$ cat config.mk
export PLATFORM = sky130hd
export DESIGN_NAME = alu_share_arbiter
export DESIGN_NICKNAME = d
export VERILOG_FILES = /design/src/rtl/alu_share_arbiter.sv
export SDC_FILE = /design/constraint.sdc
export NUM_CORES = 1
export LEC_CHECK = 0
export ABC_AREA = 1
export CAP_MARGIN = 20
export CORE_MARGIN = 4
export CORE_UTILIZATION = 49
export CTS_CLUSTER_DIAMETER = 60
export DETAILED_ROUTE_END_ITERATION = 10
export PLACE_DENSITY = 0.83
export SKIP_LAST_GASP = 1
export SLEW_MARGIN = 20
export SYNTH_ARGS = -nofsm -noshare
export SYNTH_HDL_FRONTEND = slang
export SYNTH_SLANG_ARGS = --single-unit
$ cat constraint.sdc
create_clock -name clk -period 4.5 [get_ports clk]
set_input_delay 1.125 -clock clk [delete_from_list [all_inputs] [get_ports clk]]
set_output_delay 1.125 -clock clk [all_outputs]
set_load 0.05 [all_outputs]
$ cat src/rtl/alu_share_arbiter.sv
// alu_share_arbiter: one 32-bit ALU shared by two valid/ready requesters.
// Grants are combinational (round-robin between simultaneous requests), and
// the result lands in a single tagged response register one cycle later. That
// register drains and refills in the same cycle whenever rsp_ready is high.
// Optional build macro: ALU_ARB_FIXED_PRIO_EN. When it is defined, req0 always
// wins a tie and the round-robin pointer stays at 0.
module alu_share_arbiter #(
  parameter int DATA_W = 32,
  parameter int CTRL_W = 3
) (
  input  logic              clk,
  input  logic              reset,
  input  logic              req0_valid,
  output logic              req0_ready,
  input  logic [DATA_W-1:0] req0_srca,
  input  logic [DATA_W-1:0] req0_srcb,
  input  logic [CTRL_W-1:0] req0_ctrl,
  input  logic              req1_valid,
  output logic              req1_ready,
  input  logic [DATA_W-1:0] req1_srca,
  input  logic [DATA_W-1:0] req1_srcb,
  input  logic [CTRL_W-1:0] req1_ctrl,
  output logic              rsp_valid,
  input  logic              rsp_ready,
  output logic              rsp_id,
  output logic [DATA_W-1:0] rsp_result,
  output logic              rsp_zero
);

  localparam logic [CTRL_W-1:0] CTRL_ADD  = CTRL_W'(3'b000);
  localparam logic [CTRL_W-1:0] CTRL_SUB  = CTRL_W'(3'b001);
  localparam logic [CTRL_W-1:0] CTRL_OR   = CTRL_W'(3'b011);
  localparam logic [CTRL_W-1:0] CTRL_SLTU = CTRL_W'(3'b101);
  localparam logic [CTRL_W-1:0] CTRL_AND  = CTRL_W'(3'b111);

  typedef enum logic {EMPTY = 1'b0, FULL = 1'b1} state_t;

  state_t            state;
  state_t            state_next;
  logic              rr_ptr;
  logic              rr_ptr_next;
  logic              grant;
  logic              grant_valid;
  logic              slot_free;
  logic              accept;
  logic [DATA_W-1:0] op_a;
  logic [DATA_W-1:0] op_b;
  logic [CTRL_W-1:0] op_ctrl;
  logic [DATA_W-1:0] alu_out;
  logic [DATA_W-1:0] result;
  logic              id;
  logic              zero;

  // Pick a winner. A lone requester always wins; on a tie, rr_ptr decides.
  always_comb begin
    grant_valid = req0_valid || req1_valid;
    grant       = 1'b0;
    if (req0_valid && req1_valid) begin
      grant = rr_ptr;
    end else if (req1_valid) begin
      grant = 1'b1;
    end
  end

  // Route the winner's operands to the ALU and evaluate it.
  // Unlisted control codes behave as add.
  always_comb begin
    op_a    = grant ? req1_srca : req0_srca;
    op_b    = grant ? req1_srcb : req0_srcb;
    op_ctrl = grant ? req1_ctrl : req0_ctrl;
    case (op_ctrl)
      CTRL_ADD:  alu_out = op_a + op_b;
      CTRL_SUB:  alu_out = op_a - op_b;
      CTRL_AND:  alu_out = op_a & op_b;
      CTRL_OR:   alu_out = op_a | op_b;
      CTRL_SLTU: alu_out = {{(DATA_W-1){1'b0}}, (op_a < op_b)};
      default:   alu_out = op_a + op_b;
    endcase
  end

  // Slot occupancy, handshakes, and next state / next pointer.
  always_comb begin
    state_next  = state;
    rr_ptr_next = rr_ptr;
    slot_free   = (state == EMPTY) || rsp_ready;
    accept      = slot_free && grant_valid;
    req0_ready  = accept && !grant;
    req1_ready  = accept && grant;
    if (accept) begin
      state_next = FULL;
    end else if (rsp_ready) begin
      state_next = EMPTY;
    end
`ifdef ALU_ARB_FIXED_PRIO_EN
    rr_ptr_next = 1'b0;
`else
    if (accept) begin
      rr_ptr_next = ~grant;
    end
`endif
  end

  // Hold the occupancy state and the round-robin pointer.
  always_ff @(posedge clk or posedge reset) begin
    if (reset) begin
      state  <= EMPTY;
      rr_ptr <= 1'b0;
    end else begin
      state  <= state_next;
      rr_ptr <= rr_ptr_next;
    end
  end

  // Capture the result and its tag on accept. When the slot drains with no
  // new accept, the data fields keep their last value.
  always_ff @(posedge clk or posedge reset) begin
    if (reset) begin
      result <= '0;
      id     <= 1'b0;
      zero   <= 1'b0;
    end else if (accept) begin
      result <= alu_out;
      id     <= grant;
      zero   <= (alu_out == '0);
    end
  end

  assign rsp_valid  = (state == FULL);
  assign rsp_id     = id;
  assign rsp_result = result;
  assign rsp_zero   = zero;

endmodule

=== After elaboration in Yosys (flattened, before gate mapping) ===
Index checks and enable logic that the tools add are counted.

* Bitwise operators: 4
* $lt $le $gt $ge: 1
* Equal/unequal tests: 4
* Reduce and logical (&&, ||, !) cells: 9
* Add/subtract/negate cells: 2
* Muxes and demuxes: 8

{| class="wikitable"
|+ Operators with widths
! cell !! number
|-
| case mux 32 bit (4 select lines) || 1
|-
| 2-to-1 mux 32 bit || 2
|-
| adder 32 bit || 1
|-
| AND 32 bit || 1
|-
| zero test 32 bit || 1
|-
| less-than comparator 32 bit || 1
|-
| OR 32 bit || 1
|-
| subtractor 32 bit || 1
|-
| equality test 3 bit (second input constant) || 2
|-
| logical AND 1 bit || 4
|-
| 2-to-1 mux 1 bit || 4
|-
| equality test 3 x 1 -> 1 bit (second input constant) || 1
|-
| equality test 3 x 2 -> 1 bit (second input constant) || 1
|-
| 2-to-1 mux 3 bit || 1
|-
| logical OR 1 bit || 2
|-
| inverter 1 bit || 2
|-
| nonzero test 2 bit || 1
|-
| zero test 1 bit || 1
|}

* Input port bits: 139
* Output and inout bits: 37
* Register bits after elaboration: 36

=== Depth between registers and ports, before layout ===
Gate-level depths: netlist of run 1.

* Depth after elaboration: 6
* Gate-level depth with buffers: 32
* Gate-level depth less buffers: 27

=== Least setup slack after synthesis of run 1 ===
Ideal clock, no wire load.

* Path type: input port to flip-flop
* Start point: input req0_valid
* End point: register zero, in the netlist rsp_zero
* Required time: 4.434 ns
* Slack: 0.252 ns
* Buffers on the path: 3
* Stages on the path: 27
* Data arrival time: 4.182 ns
* Library setup time: 0.066 ns
* Cell sequence: nand2_4 nand2_4 buf_6 buf_4 clkbuf_1 nand2_1 o21ai_0 inv_1 ha_1 fa_1 o21ai_0 nand3b_1 nand2_1 nand2_1 nand2_1 nand2_1 nand2_1 nand2_1 nand2_1 nand2_1 nand2_1 a21oi_1 nor2_1 nand3_1 nor2_1 nand2_1 nand2_1

* Word-level cells in the longest chain between the ends: 6
* Elaborated cells between the ends (all ways): 18
* Classes of those cells: add/sub (2); order compare (1); eq/ne (4); mux (5); bitwise (2); reduce/logical (4)

{| class="wikitable"
|+ Ends and longest elaborated chain
! item !! RTL line !! RTL
|-
| start, declared || 13 || <nowiki>input logic req0_valid,</nowiki>
|-
| logical AND 1 bit || 58 || <nowiki>if (req0_valid && req1_valid) begin</nowiki>
|-
| 2-to-1 mux 1 bit || 58 ||
|-
| 2-to-1 mux 32 bit (tied with other cells) || 68 || <nowiki>op_a = grant ? req1_srca : req0_srca;</nowiki>
|-
| adder 32 bit (tied with other cells) || 72, 77 ||
|-
| case mux 32 bit (4 select lines) || 71 || <nowiki>case (op_ctrl)</nowiki>
|-
| zero test 32 bit || 124 || <nowiki>zero <= (alu_out == '0);</nowiki>
|-
| end signal, assigned || 124 ||
|-
| end, declared || 52 || <nowiki>logic zero;</nowiki>
|}

Parallel ways exist; a longest one is shown, timed or not.
A chain may end at the register's enable or synchronous reset.

=== Final worst setup path of run 1 ===
* Start point: input req1_valid
* End point: register zero, in the netlist rsp_zero

* Word-level cells in the longest chain between the ends: 6
* Elaborated cells between the ends (all ways): 19
* Classes of those cells: add/sub (2); order compare (1); eq/ne (4); mux (6); bitwise (2); reduce/logical (4)

{| class="wikitable"
|+ Ends and longest elaborated chain
! item !! RTL line !! RTL
|-
| start, declared || 18 || <nowiki>input logic req1_valid,</nowiki>
|-
| 2-to-1 mux 1 bit or logical AND 1 bit (tied branches) || 60, 58 ||
|-
| 2-to-1 mux 1 bit || 58 ||
|-
| 2-to-1 mux 32 bit (tied with other cells) || 68 ||
|-
| adder 32 bit (tied with other cells) || 72, 77 ||
|-
| case mux 32 bit (4 select lines) || 71 ||
|-
| zero test 32 bit || 124 ||
|}

Parallel ways exist; a longest one is shown, timed or not.

==> results by group, run 1 <==
Outcome
  – Status: complete, no violations

Die
  – Die Area: between 15000 and 20000 sq um
  – I/O pin cnt: approximately 180
  – Core footprint: 15900 sq um
  – Die Y: ~140 microns
  – FP Rows: 46
  – Initial Utilization: between 50% and 60%
  – Chip width: 136 microns

Synthesis
  – Yosys cell types: 39
  – Dominant cell type by area after synthesis: nand2_1
  – Ys async rst share: 100%
  – Top post-synthesis cells by area: nand2_1 (23%), ha_1 (14%), inv_1 (12%), dfrtp_1 (11%), nand3_1 (8.9%)
  – Syn Nets: 1728
  – Post-synthesis sequential area ratio: 11.3%
  – Register bit total from synthesis: 36
  – Synth Area per Inst: ~5.3 sq um
  – Cells after Synth: ~1500
  – Synth Flop Type: dfrtp_1
  – Top-area cell type share of the netlist area: 22.8%
  – Yosys warns: 0
  – Commonest cells post-synth: nand2_1 (484), inv_1 (262), nor2_1 (156), nand3_1 (142), o21ai_0 (111)
  – Count leader, synth: nand2_1
  – Number of synthesized flops with an enable pin: 0
  – Synth Cell Area: approximately 8000 sq um

Setup path
  – Slack of the worst reg-to-reg path: 870 ps
  – Worst R2R Path Depth: 26
  – RR Endpoint: rsp_zero$_DFFE_PP0P_
  – Ordered list of cells on the worst path: dlymetal6s2s_1 -> nand2_8 -> buf_4 -> nand2_1 -> o21ai_0 -> ha_1 -> buf_4 -> nand3_1 -> nand2_1 -> buf_4 -> nand2_1 -> nand2_2 -> nand2_1 -> nand3_1 -> nand3_1 -> nand2_2 -> nand3_1 -> nor2_1 -> nand3_1 -> nor2_2 -> nand3_1 -> nor2_1 -> nand2_1 -> nand2_1
  – Arrival @ worst endpoint: between 4000 and 5000 ps
  – Crit Path Max Fanout: 7
  – Critical path class: input pin to flip-flop
  – Worst path max stage delay: about 370 ps
  – Worst setup EP type: flip-flop
  – Setup crit end: rsp_zero$_DFFE_PP0P_
  – Slowest stage cell, crit path: ha_1
  – CP Launch Point: req1_valid
  – Crit path required time: approximately 4700 ps
  – Crit Reg-Reg Startpoint: rr_ptr$_DFFE_PP0P_
  – Startpoint Class: input pin

Clocking
  – CTS tree: done
  – Hold_buf cts: 0
  – TritonCTS buffer count: 5
  – CTS sink count: 36
  – CTS max path bufs: 2
  – Worst-Skew Late Latency: 280 ps
  – CTS clk-pin slew, worst paths: 60 ps
  – Root Buffer: clkbuf_16
  – H-tree Lvls: 2
  – Post-CTS Setup Inserts: 0

Global route
  – First-pass GRT wire length: 51.9 mm
  – Met3 GRT Util: ~6.8%
  – Largest net degree at the start of global routing: ~60
  – Gr ovfl total: 0
  – Busiest metal layer after global routing: met2
  – Initial antenna violation count: 0
  – GR Util met2: 56.1%
  – Met1 GRT Util: 48.9%
  – Vias in the first global route: 10500
  – Total track usage: a little over a third

Detailed routing
  – WL final: about 34 mm
  – DRC: 0
  – First-pass DRT Iterations: 6
  – Vias: 11200
  – Final antenna-violating net count: 0
  – WL per Instance: 16.1 microns
  – DR vias/cell: 5.28
  – Initial DRC count: a little over 1000

Power
  – P per Cell Area: ~320 nW/um^2
  – P_leak: 6.77 nW
  – Peak supply drop: 0.291 mV

Timing
  – Clock Skew: slightly above 6 ps
  – Max_slew headroom: 40.2%
  – Final setup fails: 0
  – Final worst-path cycle share: 94.1%
  – Final hold violations: 0
  – WHS: around 490 ps
  – Fin. max-slew vios: 0
  – Min Tclk post-route: approximately 4200 ps
  – Fin Setup TNS: 0 ps
  – Slew @ Worst Pin: approximately 900 ps
  – RSZ-0062 raised after global routing: false
  – Highest Clock Rate: roughly 240 MHz

Cells and area
  – Layout cells sized above 1: between 15 and 20%
  – Post-Layout Cell Count: around 2100
  – Storage cell area: about 900 sq um
  – FILL cells: between 1000 and 1500
  – Layout Nets: approximately 2100
  – Final core utilization: around three quarters
  – Syn-to-layout area delta: 52.3%
  – N_diodes: 0
  – Combined area of the multi-input logic cells: between 5000 and 6000 sq um
  – Post-route cell area: roughly 12000 sq um

Flow run
  – Max Cap Viol: 0

Hold path
  – Hold Path Class: flip-flop to flip-flop

Place
  – Routability cong.: 1.01
  – DP Area: roughly 12000 sq um
  – Input/output buffers: about 180
  – Post-DP HPWL: around 28 mm
  – Cell total after placement: between 2000 and 2500
==> flip-flops by register name, summed over array words and instances, names as in the netlist <==
name and flops:
rsp_id 1, rr_ptr 1, rsp_zero 1, rsp_valid 1, rsp_result 32
==> cell type report <==
type | count | share of cell area (%)
multi-input combinational | 1147 | 49.1
timing repair buffer | 441 | 31.9
inverter | 265 | 8.20
sequential | 36 | 7.42
tap | 216 | 2.23
clock buffer | 5 | 1.03
clock inverter | 3 | 0.155
==> cells by family after synthesis <==
group | after synthesis | synth area share (%)
AO/OA/AOI/OAI | 204 | 13.8
XOR/XNOR | 7 | 0.769
adder cells (fa/ha/maj) | 92 | 14.6
buffers and inverters | 315 | 15.6
flip-flops | 36 | 11.3
AND/OR/NAND/NOR | 843 | 43.9
==> per-stage QoR <==
step	power (mW)	setup WS, ps
finish	3.93	267
global route	4.20	74.6
CTS	3.81	0.417
detailed placement	3.46	-425
global placement	3.39	-355
floorplan	2.07	252
==> where the power goes <==
part	switching (mW)	leakage, nW	total, mW	internal (mW)
registers	0.0541	0.448	0.469	0.415
clock network	0.135	0.0736	0.338	0.204
logic	1.84	6.25	3.13	1.29
==> worst min path at each step <==
stage	start	slack (ps)	cells after the start	to
4_1_cts	rsp_result[27]$_DFFE_PP0P_	480	2	rsp_result[27]$_DFFE_PP0P_
3_3_place_gp	rsp_result[3]$_DFFE_PP0P_	460	2	rsp_result[3]$_DFFE_PP0P_
5_1_grt	rsp_result[27]$_DFFE_PP0P_	500	2	rsp_result[27]$_DFFE_PP0P_
6_report	rsp_result[7]$_DFFE_PP0P_	490	2	rsp_result[7]$_DFFE_PP0P_
2_1_floorplan	rr_ptr$_DFFE_PP0P_	520	2	rr_ptr$_DFFE_PP0P_
3_5_place_dp	rsp_result[27]$_DFFE_PP0P_	470	2	rsp_result[27]$_DFFE_PP0P_
==> repair_timing <==
item	4_1_cts	5_1_grt
endpoints found under the setup margin	4	14
gates resized for setup	5	49
pin swaps	0	5
cloned	0	2
==> layer usage <==
metal  share of wire, %  vias to the layer above
li1                   -                     5465
met1                 43                     5012
met2                 43                      611
met3                 12                       68
met4                2.0                        0
met5                  0                        -
==> placed cells by master (no fill, tap or decap), types with 6 or more instances in the layout <==
cell type / Yosys / routed
a211oi_1: 6 / 6
a21oi_1: 65 / 61
buf_4: 6 / 260
clkbuf_16: 0 / 6
clkdlybuf4s50_1: 0 / 171
dfrtp_1: 36 / 36
ha_1: 90 / 84
inv_1: 262 / 262
nand2_1: 484 / 481
nand2_2: 7 / 10
nand3_1: 142 / 140
nand3b_1: 6 / 6
nand4_1: 16 / 16
nor2_1: 156 / 151
nor2_2: 4 / 9
nor3_1: 15 / 12
o21ai_0: 111 / 90
o21ai_1: 1 / 19
o21bai_1: 8 / 8
xor2_1: 7 / 7
==> critical path: cells and delay by family <==
family,cells,cell delay (ps)
fa+ha+maj,1,370
simple gates,18,2000
compound gates,1,120
buf+inv,4,800
(Power assumes the default switching activity.)
==> run 2: changes to the inputs <==
--- a/config.mk
+++ b/config.mk
@@ -9,6 +9,7 @@
 export CAP_MARGIN = 20
 export CORE_MARGIN = 4
 export CORE_UTILIZATION = 49
+export CTS_BUF_LIST = sky130_fd_sc_hd__clkbuf_8
 export CTS_CLUSTER_DIAMETER = 60
 export DETAILED_ROUTE_END_ITERATION = 10
 export PLACE_DENSITY = 0.83
==> run 2 against run 1 <==
  * Global-route usage shrank 0.23 points
  * Die area is the same
  * Routed wire length up 0.28%
  * Clock skew is 3.1 ps higher
  * Largest power group unchanged
==> results by group, run 2 (same netlist as run 1, synthesis figures left out) <==
Outcome
  – Status: complete, no violations (unchanged)

Die
  – Die Area: 18400 sq um (unchanged)
  – Chip width: 136 microns (unchanged)
  – Die Y: 136 microns (unchanged)
  – Core footprint: 15900 sq um (unchanged)
  – Initial Utilization: 50.2% (unchanged)
  – I/O pin cnt: 176 (unchanged)
  – FP Rows: 46 (unchanged)

Setup path
  – Cell mode on critical path: nand2_1
  – Slowest stage cell, crit path: ha_1 (unchanged)
  – Critical path class: input pin to flip-flop (unchanged)
  – Worst setup EP type: flip-flop (unchanged)
  – Crit path required time: 4750 ps (was 4720 ps)
  – Crit Path Max Fanout: 7 (unchanged)
  – Startpoint Class: input pin (unchanged)
  – Arrival @ worst endpoint: 4490 ps (was 4450 ps)
  – Worst path max stage delay: 380 ps (was 370 ps)

Timing
  – Fin. max-slew vios: 0 (unchanged)
  – Fin Setup TNS: 0 ps (unchanged)
  – Final worst slack: 255 ps (was 267 ps)
  – Min Tclk post-route: 4240 ps (was 4230 ps)
  – Highest Clock Rate: 236 MHz (about the same)
  – Final worst-path cycle share: 94.3% (was 94.1%)
  – Final setup fails: 0 (unchanged)
  – Max_slew headroom: 40.7% (was 40.2%)
  – Clock Skew: 9.21 ps (was 6.11 ps)
  – WHS: 480 ps (was 491 ps)
  – RSZ-0062 raised after global routing: false (unchanged)
  – Slew @ Worst Pin: 889 ps (was 896 ps)
  – Final hold violations: 0 (unchanged)

Clocking
  – Hold_buf cts: 0 (unchanged)
  – TritonCTS buffer count: 5 (unchanged)
  – CTS sink count: 36 (unchanged)
  – Root Buffer: clkbuf_8 (was clkbuf_16)
  – CTS tree: done (unchanged)
  – H-tree Lvls: 2 (unchanged)
  – Worst-Skew Late Latency: 300 ps (was 280 ps)
  – CTS max path bufs: 2 (unchanged)
  – CTS clk-pin slew, worst paths: 80 ps (was 60 ps)

Power
  – P per Cell Area: 317 nW/um^2 (was 324 nW/um^2)
  – Peak supply drop: 0.246 mV (was 0.291 mV)
  – Internal power: 1.81 mW (was 1.90 mW)
  – Net Sw Frac: 52.7% (was 51.6%)
  – Flop pwr share: 12.3% (was 11.9%)
  – Power, Total: 3.83 mW (was 3.93 mW)
  – Comb pwr share: 81.8% (was 79.5%)
  – Reported net switching power: 2.02 mW (was 2.03 mW)
  – P_leak: 6.75 nW (was 6.77 nW)
  – Clock power frac: 6.0% (was 8.6%)

Detailed routing
  – First-pass DRT Iterations: 8 (was 6)
  – WL per Instance: 16.1 microns (about the same)
  – WL final: 34.1 mm (was 34.0 mm)
  – Top layer reached by signal wires: met4 (unchanged)
  – Final antenna-violating net count: 0 (unchanged)
  – M1 WL: 14.6 mm (was 14.7 mm)
  – DR vias/cell: 5.27 (was 5.28)
  – Vias: 11200 (about the same)
  – DRC: 0 (unchanged)
  – Wire length on met2: 14.7 mm (about the same)
  – Initial DRC count: 1111 (was 1027)
  – WL met3: 3.99 mm (was 3.95 mm)

Global route
  – Largest net degree at the start of global routing: 61 (unchanged)
  – Gr ovfl total: 0 (unchanged)
  – Initial antenna violation count: 0 (unchanged)
  – First-pass GRT wire length: 51.6 mm (was 51.9 mm)
  – Vias in the first global route: 10500 (about the same)
  – Total track usage: 34.9% (was 35.2%)

Cells and area
  – N_diodes: 0 (unchanged)
  – Storage cell area: 901 sq um (unchanged)
  – FILL cells: 1303 (was 1284)
  – Layout cells sized above 1: 17.2% (about the same)
  – Syn-to-layout area delta: 51.6% (was 52.3%)
  – Commonest non-fill, non-tap cell in the layout: nand2_1 (unchanged)
  – Post-route cell area: 12100 sq um (about the same)
  – Final core utilization: 76.0% (was 76.4%)
  – Combined area of the multi-input logic cells: 5940 sq um (was 5960 sq um)
  – Largest register FFs: 32 (unchanged)
  – Post-Layout Cell Count: 2116 (was 2113)
  – Layout Nets: 2130 (was 2127)
  – Most frequent cells in the layout: nand2_1 (479), buf_4 (263), inv_1 (262), clkdlybuf4s50_1 (171), nor2_1 (152) (was nand2_1 (481), inv_1 (262), buf_4 (260), clkdlybuf4s50_1 (171), nor2_1 (151))

Place
  – DP Worst Slack: -425 ps (unchanged)
  – DP Area: 11800 sq um (unchanged)
  – Input/output buffers: 175 (unchanged)
  – Cell total after placement: 2103 (unchanged)
  – Post-DP HPWL: 27.9 mm (unchanged)
  – Routability cong.: 1.01 (unchanged)

Flow run
  – Max Cap Viol: 0 (unchanged)

Hold path
  – Hold Path Class: flip-flop to flip-flop (unchanged)
run 2: cell types whose count changed in the layout (fill, tap and decap cells not counted), sizes merged:
cell  delta
buf      +3
run 2: critical path, delay by kind of cell:
family / cells / cell delay [ps]
AO/OA/AOI/OAI: 1 / 160
buffers and inverters: 4 / 830
adder cells (fa/ha/maj): 1 / 380
AND/OR/NAND/NOR: 19 / 1980
run 2: power by group through the flow:
| stage | logic (mW) | registers (mW) | clock network, mW |
|---|---|---|---|
| after floorplan | 1.28 | 0.784 | 0 |
| after global placement | 2.93 | 0.463 | 0 |
| after detailed placement | 2.98 | 0.470 | 0 |
| after CTS | 3.01 | 0.467 | 0.227 |
| after global routing | 3.38 | 0.479 | 0.241 |
| final | 3.13 | 0.469 | 0.228 |
run 2: cell type report:
class / instances / share of cell area (%)
multi-input cells: 1147 / 49.2
repair buffers: 444 / 32.2
inverters: 265 / 8.23
flip-flops and latches: 36 / 7.46
well taps: 216 / 2.24
clock buffers: 5 / 0.570
clock inverters: 3 / 0.155
run 2: final timing paths:
| check | start | to | slack, ps | cells after the start |
|---|---|---|---|---|
| max | req1_valid | rsp_zero$_DFFE_PP0P_ | 260 | 25 |
| min | rsp_result[3]$_DFFE_PP0P_ | rsp_result[3]$_DFFE_PP0P_ | 480 | 2 |
| max reg2reg | rr_ptr$_DFFE_PP0P_ | rsp_zero$_DFFE_PP0P_ | 890 | 26 |
| min reg2reg | rsp_result[3]$_DFFE_PP0P_ | rsp_result[3]$_DFFE_PP0P_ | 480 | 2 |
| max in group asynchronous | reset | rsp_result[4]$_DFFE_PP0P_ | 2940 | 3 |
| min in group asynchronous | reset | rsp_id$_DFFE_PP0P_ | 1250 | 3 |
run 2: repair_timing:
item,4_1_cts,5_1_grt
setup endpoints to repair,4,14
buffers inserted,0,3
endpoints found under the hold margin,0,0
pin swaps,0,5
resized for setup,6,43
cloned,0,2
run 2: routing by layer:
| layer | up-vias | track usage [%] |
|---|---|---|
| met5 | - | 0 |
| met4 | 0 | 8.01 |
| met3 | 67 | 6.20 |
| met2 | 658 | 56.2 |
| met1 | 4968 | 48.9 |
| li1 | 5468 | - |
==> run 3: changes to the inputs <==
==> constraint.sdc (replaced) <==
create_clock -name clk -period 5.15 [get_ports clk]
set_input_delay 1.2875 -clock clk [delete_from_list [all_inputs] [get_ports clk]]
set_output_delay 1.2875 -clock clk [all_outputs]
set_load 0.05 [all_outputs]
==> run 3 against run 2 <==
  * Via count shrank 9.0%
  * Routed wire length shrank 9.1%
  * Largest power group unchanged
  * Critical path type unchanged
  * Sequential power shrank 13%
  * Critical endpoint unchanged
  * Critical path depth shrank 3
==> results by group, run 3 (same netlist as run 1, synthesis figures left out) <==
Die
  – I/O pin cnt: 176 (unchanged)
  – Core footprint: 15900 sq um (unchanged)
  – Die Area: 18400 sq um (unchanged)
  – Die Y: 136 microns (unchanged)
  – Chip width: 136 microns (unchanged)
  – FP Rows: 46 (unchanged)
  – Initial Utilization: 50.2% (unchanged)

Place
  – Input/output buffers: 175 (unchanged)
  – DP Worst Slack: -26.8 ps (was -425 ps)
  – Post-DP HPWL: 26.2 mm (was 27.9 mm)
  – Routability cong.: 0.994 (was 1.01)

Timing
  – Final worst slack: 245 ps (was 255 ps)
  – Final hold violations: 0 (unchanged)
  – Slew @ Worst Pin: 889 ps (about the same)
  – Final worst-path cycle share: 95.2%
  – Fin. max-slew vios: 0 (unchanged)
  – RSZ-0062 raised after global routing: false (unchanged)
  – Clock Skew: 11.4 ps (was 9.21 ps)
  – Highest Clock Rate: 204 MHz
  – Min Tclk post-route: 4910 ps
  – Max_slew headroom: 40.7% (about the same)
  – Final setup fails: 0 (unchanged)

Global route
  – Total track usage: 32.8% (was 34.9%)
  – Gr ovfl total: 0 (unchanged)
  – Vias in the first global route: 9235 (was 10500)
  – Initial antenna violation count: 0 (unchanged)
  – First-pass GRT wire length: 47.9 mm (was 51.6 mm)
  – Largest net degree at the start of global routing: 56 (was 61)

Cells and area
  – Layout cells sized above 1: 7.05% (was 17.2%)
  – Largest register FFs: 32 (unchanged)
  – Syn-to-layout area delta: 32.4% (was 51.6%)
  – Most frequent cells in the layout: nand2_1 (484), inv_1 (263), clkdlybuf4s50_1 (173), nor2_1 (155), nand3_1 (142) (was nand2_1 (479), buf_4 (263), inv_1 (262), clkdlybuf4s50_1 (171), nor2_1 (152))
  – Commonest non-fill, non-tap cell in the layout: nand2_1 (unchanged)
  – Layout Nets: 1947 (was 2130)
  – N_diodes: 0 (unchanged)

Setup path
  – CP Launch Point: req0_valid (was req1_valid)
  – Crit Path Max Fanout: 55 (was 7)
  – Critical path class: input pin to flip-flop (unchanged)
  – Crit Reg-Reg Startpoint: rr_ptr$_DFFE_PP0P_ (unchanged)
  – RR Endpoint: rsp_zero$_DFFE_PP0P_ (unchanged)
  – Crit path required time: 5350 ps (was 4750 ps)
  – Worst R2R Path Depth: 22 (was 26)
  – Slowest stage cell, crit path: clkdlybuf4s50_1 (was ha_1)
  – Startpoint Class: input pin (unchanged)
  – Slack of the worst reg-to-reg path: 1310 ps (was 890 ps)
  – Ordered list of cells on the worst path: clkdlybuf4s50_1 -> nand2_4 -> nand2_4 -> buf_12 -> buf_4 -> buf_4 -> inv_2 -> or2_2 -> o21ai_0 -> ha_1 -> inv_1 -> a21o_1 -> a21oi_1 -> o21ai_0 -> a21oi_1 -> nand2_1 -> a21oi_1 -> nor2_1 -> nand3_1 -> nor2_1 -> nand2_1 -> nand2_1
  – Arrival @ worst endpoint: 5110 ps (was 4490 ps)
  – Worst setup EP type: flip-flop (unchanged)
  – Worst path max stage delay: 570 ps (was 380 ps)

Clocking
  – CTS sink count: 36 (unchanged)
  – CTS-repair resized insts: 0 (was 6)
  – Hold_buf cts: 0 (unchanged)
  – Worst-Skew Late Latency: 310 ps (was 300 ps)
  – CTS clk-pin slew, worst paths: 70 ps (was 80 ps)
  – Root Buffer: clkbuf_8 (unchanged)
  – H-tree Lvls: 2 (unchanged)
  – CTS tree: done (unchanged)
  – Post-CTS Setup Inserts: 0 (unchanged)
  – TritonCTS buffer count: 5 (unchanged)
  – CTS max path bufs: 2 (unchanged)

Power
  – P_leak: 5.83 nW (was 6.75 nW)
  – Power, Total: 2.96 mW (was 3.83 mW)
  – P per Cell Area: 280 nW/um^2 (was 317 nW/um^2)
  – Peak supply drop: 0.245 mV (was 0.246 mV)

Detailed routing
  – DR vias/cell: 5.25 (was 5.27)
  – WL final: 31.0 mm (was 34.1 mm)
  – Final antenna-violating net count: 0 (unchanged)
  – First-pass DRT Iterations: 5 (was 8)
  – DRC: 0 (unchanged)
  – Initial DRC count: 982 (was 1111)
  – Vias: 10200 (was 11200)
  – WL per Instance: 16.0 microns (was 16.1 microns)

Hold path
  – Hold Path Class: flip-flop to flip-flop (unchanged)
  – Cell depth of the worst hold path: 2 (unchanged)
  – WHS Endpoint: rsp_result[8]$_DFFE_PP0P_ (was rsp_result[3]$_DFFE_PP0P_)
  – Hold Startpoint: rsp_result[8]$_DFFE_PP0P_ (was rsp_result[3]$_DFFE_PP0P_)

Outcome
  – Status: complete, no violations (unchanged)

Flow run
  – Max Cap Viol: 0 (unchanged)
-- run 3: layout make-up --
| class | instances | area, sq um |
|---|---|---|
| repair buffers | 262 | 2440 |
| clock inverters | 3 | 38.8 |
| clock buffers | 5 | 68.8 |
| inverters | 265 | 995 |
| multi-input cells | 1146 | 5840 |
| well taps | 216 | 270 |
| flip-flops and latches | 36 | 901 |
| fillers | 1522 | 5330 |
-- run 3: stage by stage --
step | std cells | TNS (ps) | utilization, % | area [sq um] | hold slack, ps
floorplan | 1497 | 0 | - | 7970 | 523
global placement | 1925 | -6.51 | 65.7 | 10400 | 462
detailed placement | 1925 | -26.8 | 65.7 | 10400 | 465
CTS | 1933 | 0 | 66.4 | 10500 | 482
global route | 1933 | 0 | 66.5 | 10600 | 516
finish | 1933 | 0 | 66.5 | 10600 | 477
-- run 3: per-layer routing --
layer | routed length, microns | up-vias | GRT usage, %
li1 | - | 5109 | -
met1 | 14000 | 4517 | 48.2
met2 | 12900 | 482 | 50.7
met3 | 3420 | 46 | 5.31
met4 | 606 | 0 | 6.94
met5 | 0 | - | 0
-- run 3: power by group --
part           internal (mW)  switching, mW
clock                  0.142          0.105
sequential             0.362         0.0455
combinational          0.818           1.49
-- run 3: worst max-delay path by stage --
stage                                       to  cells past startpoint
final                     rsp_zero$_DFFE_PP0P_                     22
after global routing      rsp_zero$_DFFE_PP0P_                     24
after CTS                 rsp_zero$_DFFE_PP0P_                     22
after detailed placement  rsp_zero$_DFFE_PP0P_                     22
after global placement    rsp_zero$_DFFE_PP0P_                     22
after floorplan           rsp_zero$_DFFE_PP0P_                     27
-- run 3: worst max-delay path, delay by kind of cell --
| family | cells | cell delay [ps] |
|---|---|---|
| compound gates | 6 | 1020 |
| buf+inv | 6 | 1500 |
| fa+ha+maj | 1 | 390 |
| simple gates | 9 | 890 |
